--- src/rtl/uparc_fwdu_sb_pkg.sv ---
`default_nettype none
// ============================================================================
// uparc_fwdu_sb_pkg : shared CPU constants for the forwarding/scoreboard unit
// Rev 1.0
// ============================================================================
package uparc_fwdu_sb_pkg;

  localparam int REGNO_W_DEF = 5;
  localparam int REG_W_DEF   = 32;

  function automatic int fwdu_clog2(input int value);
    int res;
    res = 0;
    for (int k = 0; k < 32; k++) begin
      if ((1 << res) < value) res = res + 1;
    end
    return res;
  endfunction

endpackage
`default_nettype wire

--- src/rtl/uparc_fwdu_port_sel.sv ---
`default_nettype none
// ============================================================================
// uparc_fwdu_port_sel : per-read-port operand priority mux and hazard detect
// Rev 1.0
// ============================================================================
module uparc_fwdu_port_sel import uparc_fwdu_sb_pkg::*; #(
  parameter int REGNO_W = REGNO_W_DEF,
  parameter int REG_W   = REG_W_DEF,
  parameter int NSTAGE  = 2
) (
  input  logic [REGNO_W-1:0]        i_src_no,
  input  logic [REG_W-1:0]          i_src_data,
  input  logic [NSTAGE*REGNO_W-1:0] i_stg_rd,
  input  logic [NSTAGE*REG_W-1:0]   i_stg_data,
  input  logic [NSTAGE-1:0]         i_stg_vld,
  input  logic [NSTAGE-1:0]         i_stg_load,
  input  logic                      i_fwd_dis,
  input  logic                      i_byp_vld,
  input  logic [REGNO_W-1:0]        i_byp_rd,
  input  logic [REG_W-1:0]          i_byp_data,
  input  logic [2**REGNO_W-1:0]     i_pend_map,
  output logic [REG_W-1:0]          o_data,
  output logic                      o_hazard
);

  logic w_found;

  always_comb begin
    o_data   = '0;
    o_hazard = 1'b0;
    w_found  = 1'b0;
    if (i_src_no != '0) begin
      // Lowest stage index is the youngest producer and takes priority
      for (int i = 0; i < NSTAGE; i++) begin
        if (!w_found && i_stg_vld[i] && (i_stg_rd[i*REGNO_W +: REGNO_W] == i_src_no)) begin
          w_found = 1'b1;
          if (i_stg_load[i] || i_fwd_dis) o_hazard = 1'b1;
          else                            o_data   = i_stg_data[i*REG_W +: REG_W];
        end
      end
      if (!w_found) begin
        if (i_byp_vld && (i_byp_rd == i_src_no)) begin
          o_data   = i_byp_data;
          o_hazard = i_fwd_dis;
        end else if (i_pend_map[i_src_no]) begin
          o_hazard = 1'b1;
        end else begin
          o_data = i_src_data;
        end
      end
    end
  end

endmodule
`default_nettype wire

--- src/rtl/uparc_fwdu_sb.sv ---
`default_nettype none
// ============================================================================
// uparc_fwdu_sb : decode-side forwarding unit with pending-load scoreboard
// Rev 1.0
// ============================================================================
module uparc_fwdu_sb import uparc_fwdu_sb_pkg::*; #(
  parameter int REGNO_W = REGNO_W_DEF,
  parameter int REG_W   = REG_W_DEF,
  parameter int NRDPORT = 2,
  parameter int NSTAGE  = 2,
  parameter int MAXPEND = 4,
  localparam int CNT_W  = fwdu_clog2(MAXPEND + 1)
) (
  input  logic                       clk,
  input  logic                       nrst,
  input  logic [NRDPORT*REGNO_W-1:0] i_src_no,
  input  logic [NRDPORT*REG_W-1:0]   i_src_data,
  input  logic [NSTAGE*REGNO_W-1:0]  i_stg_rd,
  input  logic [NSTAGE*REG_W-1:0]    i_stg_data,
  input  logic [NSTAGE-1:0]          i_stg_vld,
  input  logic [NSTAGE-1:0]          i_stg_load,
  input  logic                       i_ld_issue,
  input  logic [REGNO_W-1:0]         i_ld_issue_rd,
  input  logic                       i_ld_done,
  input  logic [REGNO_W-1:0]         i_ld_done_rd,
  input  logic [REG_W-1:0]           i_ld_done_data,
  input  logic                       i_fwd_dis,
  output logic [NRDPORT*REG_W-1:0]   o_fwd_data,
  output logic                       o_stall,
  output logic [2**REGNO_W-1:0]      o_pend_map,
  output logic [CNT_W-1:0]           o_pend_cnt,
  output logic                       o_pend_full
);

  localparam int NREG = 2**REGNO_W;
  localparam int RC_W = (CNT_W < 2) ? 2 : CNT_W;

  logic [RC_W-1:0]    r_cnt     [NREG];
  logic [RC_W-1:0]    w_cnt_nxt [NREG];
  logic [NREG-1:0]    r_pend_map;
  logic [CNT_W-1:0]   r_pend_cnt;
  logic               w_full;
  logic               w_iss_ok;
  logic               w_done_ok;
  logic               w_byp_vld;
  logic [NRDPORT-1:0] w_hazard;

  assign w_full    = (r_pend_cnt == CNT_W'(MAXPEND));
  assign w_iss_ok  = i_ld_issue && !(w_full && !i_ld_done);
  assign w_done_ok = i_ld_done && (r_pend_cnt != '0);
  // Bypass only the final outstanding load to a register; older returns are stale
  assign w_byp_vld = w_done_ok && (i_ld_done_rd != '0) && r_pend_map[i_ld_done_rd] &&
                     (w_cnt_nxt[i_ld_done_rd] == '0);

  always_comb begin
    for (int r = 0; r < NREG; r++) begin
      w_cnt_nxt[r] = r_cnt[r];
      if (r != 0) begin
        if (w_iss_ok && (i_ld_issue_rd == REGNO_W'(r)))
          w_cnt_nxt[r] = w_cnt_nxt[r] + RC_W'(1);
        if (w_done_ok && (i_ld_done_rd == REGNO_W'(r)) && (r_cnt[r] != '0))
          w_cnt_nxt[r] = w_cnt_nxt[r] - RC_W'(1);
      end
    end
  end

  always_ff @(posedge clk) begin
    if (!nrst) begin
      r_pend_map <= '0;
      r_pend_cnt <= '0;
      for (int r = 0; r < NREG; r++) r_cnt[r] <= '0;
    end else begin
      for (int r = 0; r < NREG; r++) begin
        r_cnt[r]      <= w_cnt_nxt[r];
        r_pend_map[r] <= (w_cnt_nxt[r] != '0);
      end
      if (w_iss_ok && !w_done_ok)      r_pend_cnt <= r_pend_cnt + CNT_W'(1);
      else if (!w_iss_ok && w_done_ok) r_pend_cnt <= r_pend_cnt - CNT_W'(1);
    end
  end

  // Simulation-only check: a return with nothing outstanding is a caller bug
  assert property (@(posedge clk) disable iff (!nrst) !(i_ld_done && (r_pend_cnt == '0)));

  generate
    for (genvar p = 0; p < NRDPORT; p++) begin : g_port
      uparc_fwdu_port_sel #(
        .REGNO_W (REGNO_W),
        .REG_W   (REG_W),
        .NSTAGE  (NSTAGE)
      ) u_sel (
        .i_src_no   (i_src_no[p*REGNO_W +: REGNO_W]),
        .i_src_data (i_src_data[p*REG_W +: REG_W]),
        .i_stg_rd   (i_stg_rd),
        .i_stg_data (i_stg_data),
        .i_stg_vld  (i_stg_vld),
        .i_stg_load (i_stg_load),
        .i_fwd_dis  (i_fwd_dis),
        .i_byp_vld  (w_byp_vld),
        .i_byp_rd   (i_ld_done_rd),
        .i_byp_data (i_ld_done_data),
        .i_pend_map (r_pend_map),
        .o_data     (o_fwd_data[p*REG_W +: REG_W]),
        .o_hazard   (w_hazard[p])
      );
    end
  endgenerate

  assign o_stall     = (|w_hazard) || (i_ld_issue && w_full && !i_ld_done);
  assign o_pend_map  = r_pend_map;
  assign o_pend_cnt  = r_pend_cnt;
  assign o_pend_full = w_full;

endmodule
`default_nettype wire

--- config.mk ---
export PLATFORM = sky130hd
export DESIGN_NAME = uparc_fwdu_sb
export DESIGN_NICKNAME = d
export VERILOG_FILES = /design/src/rtl/uparc_fwdu_sb_pkg.sv /design/src/rtl/uparc_fwdu_port_sel.sv /design/src/rtl/uparc_fwdu_sb.sv
export SDC_FILE = /design/constraint.sdc
export NUM_CORES = 1
export LEC_CHECK = 0
export BUFFER_PORTS_ARGS = -buffer_cell sky130_fd_sc_hd__buf_2
export CAP_MARGIN = 25
export CELL_PAD_IN_SITES_DETAIL_PLACEMENT = 0
export CELL_PAD_IN_SITES_GLOBAL_PLACEMENT = 1
export CORE_MARGIN = 5
export CORE_UTILIZATION = 35
export CTS_BUF_LIST = sky130_fd_sc_hd__clkbuf_2 sky130_fd_sc_hd__clkbuf_4 sky130_fd_sc_hd__clkbuf_8
export DETAILED_ROUTE_END_ITERATION = 8
export HOLD_SLACK_MARGIN = 0.06
export PLACE_DENSITY_LB_ADDON = 0.1
export SKIP_LAST_GASP = 1
export SLEW_MARGIN = 20
export SYNTH_ARGS = -nofsm -noshare
export SYNTH_HDL_FRONTEND = slang
export SYNTH_SLANG_ARGS = --single-unit
export TNS_END_PERCENT = 20
--- constraint.sdc ---
create_clock -name clk -period 6.1 [get_ports clk]
set_input_delay 0.61 -clock clk [delete_from_list [all_inputs] [get_ports clk]]
set_output_delay 0.61 -clock clk [all_outputs]
set_load 0.05 [all_outputs]
==> results.md <==
- H-tree Lvls: 4
- Int Pwr: 1.523 mW
- # Post-CTS Setup Buffers: 0
- Initial drt markers: 1240
- Global-route wire length before repair: 92210 microns
- Avg WL per Cell: 24.00 microns
- Buffers on Ports: 298
- Initial antenna violation count: 15
- Post-synthesis cell area: 0.01389 sq mm
- Clk sinks: 127
- MaxCap Viol Count: 0
- Worst EP arrival: 5210 ps
- Post-place instance area: 0.01619 sq mm
- Hold crit path type: flip-flop to flip-flop
- Vias in the first global route: 14730
- CP max stage delay: 500 ps
- Total power: 2.628 mW
- Switch Pwr: 1.105 mW
- Req. time, crit path: 5490 ps
- Tot GR Track Use: 26.79%
- Most frequent cells in the layout: buf_2, dfxtp_1, o21ai_0, nor2_1, ha_1
- Synth top area share: 18.31%
- Worst hold stages: 2
- Via count: 15080
- Flop pwr share: 33.5%
- Critical-path cell list: buf_2 -> nand4b_1 -> nor3_1 -> mux2_2 -> inv_1 -> ha_1 -> nand4_1 -> mux2i_1 -> xor2_1 -> mux4_2 -> o41ai_2 -> nand4_1 -> o22a_2 -> or2_1 -> buf_12 -> a211oi_1 -> clkbuf_4
- Worst-skew pair later-pin latency: 460 ps
- Hold Path Origin: o_pend_cnt[2]
- CP startpoint: i_ld_issue_rd[4]
- Worst-path fanout max: 31
- Crit path kind: input pin to primary output
- Area taken by multi-input logic gates: 0.01048 sq mm
- FP Rows: 73
- Hold WS: 591.1 ps
- Number of clock buffers inserted by TritonCTS: 17
- Final TNS setup: 0 ps
- Final Cell Area: 0.01666 sq mm
- Seq/Total Area, Yosys: 18.31%
- Outcome: finished, final reports clean
- Die area: 0.04376 sq mm
- Vias/cell: 5.864
- Worst path slowest cell: nor3_1
- Setup violations, final: 0
- Root buffer cell: clkbuf_8
- CTS tree: done
- Residual DRC: 0
- GPL Wtd Cong: 0.9284
- Post-Syn Area per Cell: 7.833 sq um
- Pin count of the biggest net entering global routing: 67
- Fin crit period: 5823 ps
- Post-Syn Nets: 2067
- Ports: 300
- Layout cells sized above 1: 24.11%
- # fillers: 4168
- Slew @ Worst Pin: 965.9 ps
- Core Area: 0.03946 sq mm
- Number of flops mapped to enable cells by yosys: 0
- Relative slew slack: 35.53%
- Final HPWL DP: 47890 microns
- Distinct cells, synth: 81
- Met3 usage: 4.264%
- Initial Util: 35.19%
- Max Slew Vio Count: 0
- Global route overflow: 0
- Reg area: 0.002545 sq mm
- Synth area leader: dfxtp_1
- CP dominant cell by count: nand4_1
- GR peak layer: met2
- DIE HEIGHT: 209.2 microns
- Synth async-reset ratio: 0%
- Clk pin slew, worst setup/hold paths: 70 ps
- Synth top area cells: dfxtp_1, ha_1, mux2i_1, mux4_2, a32oi_1
- Fmax: 171.7 MHz
- Clock buffer depth: 2
- Switching power share of the total: 42.05%
- Layout area overhead: 19.95%
- Drt pass-1 iters: 6
- Most common cell after layout, fill and taps aside: buf_2
- Worst vdd ir: 0.1402 mV
- Leak: 6.720 nW
- WL final: 61740 microns
- Met1 GRT Util: 34.81%
- M2 GR Usage: 46.56%
- Clock share of power: 28.3%
- Final ANT Viol Nets: 0
- Tcrit/Tclk final: 95.45%
- Die X-Extent: 209.2 microns
- Final Hold Vio Count: 0
- Cells on worst reg2reg path: 11
- Worst clock skew: 12.09 ps
- RR Startpoint: o_pend_cnt[2]
- Top FF cell, synth: dfxtp_1
- Worst Setup End Kind: primary output
- P per Cell Area: 157.7 mW/mm^2
- Worst Setup Start Kind: input pin
- Post-synthesis sequential element count: 127
- # nets final: 2315
- Combinational Power Share: 38.3%
- Syn Inst Count: 1773
- Synth warnings: 0
-- Yosys cell counts, types with 32 or more instances --
cell type  number
nor4_1         49
nand4_1        43
a211oi_1       38
nor2b_1        80
ha_1           94
o21ai_0       112
nand3_1        38
inv_1          91
a21oi_1        88
or3_1          37
mux2i_1        64
nor2_1        100
nand2_1        63
and2_1         57
a32oi_1        64
or4_1          33
nor3_1         44
dfxtp_1       127
xor2_1         55
clkbuf_1      116
xnor2_1        60
and3b_1        32
-- logic make-up (layout without fill, tap and decap cells) --
logic type                 count (synthesis)  count (layout)  share of synthesized area (%)
AOI/OAI and AO/OA                        400             400                          19.33
xor gates and xnor gates                 115             115                          7.253
adders and majority gates                 95              95                          8.613
buffers and inverters                    243             502                          7.019
DFF                                      127             127                          18.31
muxes                                    105             105                          10.24
other                                      1              16                        0.02700
and+or+nand+nor                          687             687                          29.22
-- path summary, 6_finish.rpt --
| path | endpoint | slack [ps] |
|---|---|---|
| min reg2reg | o_pend_cnt[2] | 590 |
| max reg2reg | o_pend_map[28] | 2840 |
| max | o_fwd_data[54] | 280 |
| min | o_pend_cnt[2] | 590 |
-- area by class of cell --
cell class,instances,area share (%)
diodes,15,0.2253
clock inverters,10,0.6911
well taps,525,3.944
repair buffers,381,13.30
multi-input cells,1403,62.90
clock buffers,20,1.615
inverters,91,2.051
flip-flops and latches,127,15.28
-- power by group through the flow --
| stage | Combinational, mW | Clock, mW | Sequential (mW) |
|---|---|---|---|
| 5_1_grt | 1.06 | 0.792 | 0.885 |
| 6_report | 1.01 | 0.742 | 0.880 |
| 2_1_floorplan | 0.588 | 0 | 0.918 |
| 3_3_place_gp | 0.987 | 0 | 0.898 |
| 3_5_place_dp | 0.989 | 0 | 0.898 |
| 4_1_cts | 0.992 | 0.766 | 0.878 |
-- flip-flops by register name, indices dropped and copies added, names as in the netlist --
name and flops:
r_cnt 93, o_pend_cnt 3, o_pend_map 31
-- layer usage --
| layer | vias up | wire length (microns) |
|---|---|---|
| met1 | 7293 | 26420 |
| met2 | 605 | 30010 |
| met4 | 8 | 1187 |
| met5 | - | 69 |
| met3 | 76 | 4054 |
| li1 | 7101 | - |
-- worst max-delay path: cells and delay by family --
kind                     cells  cell delay [ps]
XOR/XNOR                     1              170
AO/OA/AOI/OAI                3             1020
multiplexers                 3             1070
buffers and inverters        4              830
adder cells (fa/ha/maj)      1              140
AND/OR/NAND/NOR              5             1340
-- through the flow --
step	util, %	setup WS [ps]	std cells
2_1_floorplan	-	40.45	1773
3_3_place_gp	40.99	252.3	2526
3_5_place_dp	41.04	222.9	2527
4_1_cts	42.01	1.799	2557
5_1_grt	42.18	-0.2691	2566
6_report	42.22	277.3	2572
-- what timing repair did --
| item | 4_1_cts | 5_1_grt |
|---|---|---|
| hold buffers | 0 | 0 |
| gates resized for setup | 0 | 10 |
| endpoints found under the setup margin | 0 | 64 |
Note: power is estimated with default switching activity, not from simulation.
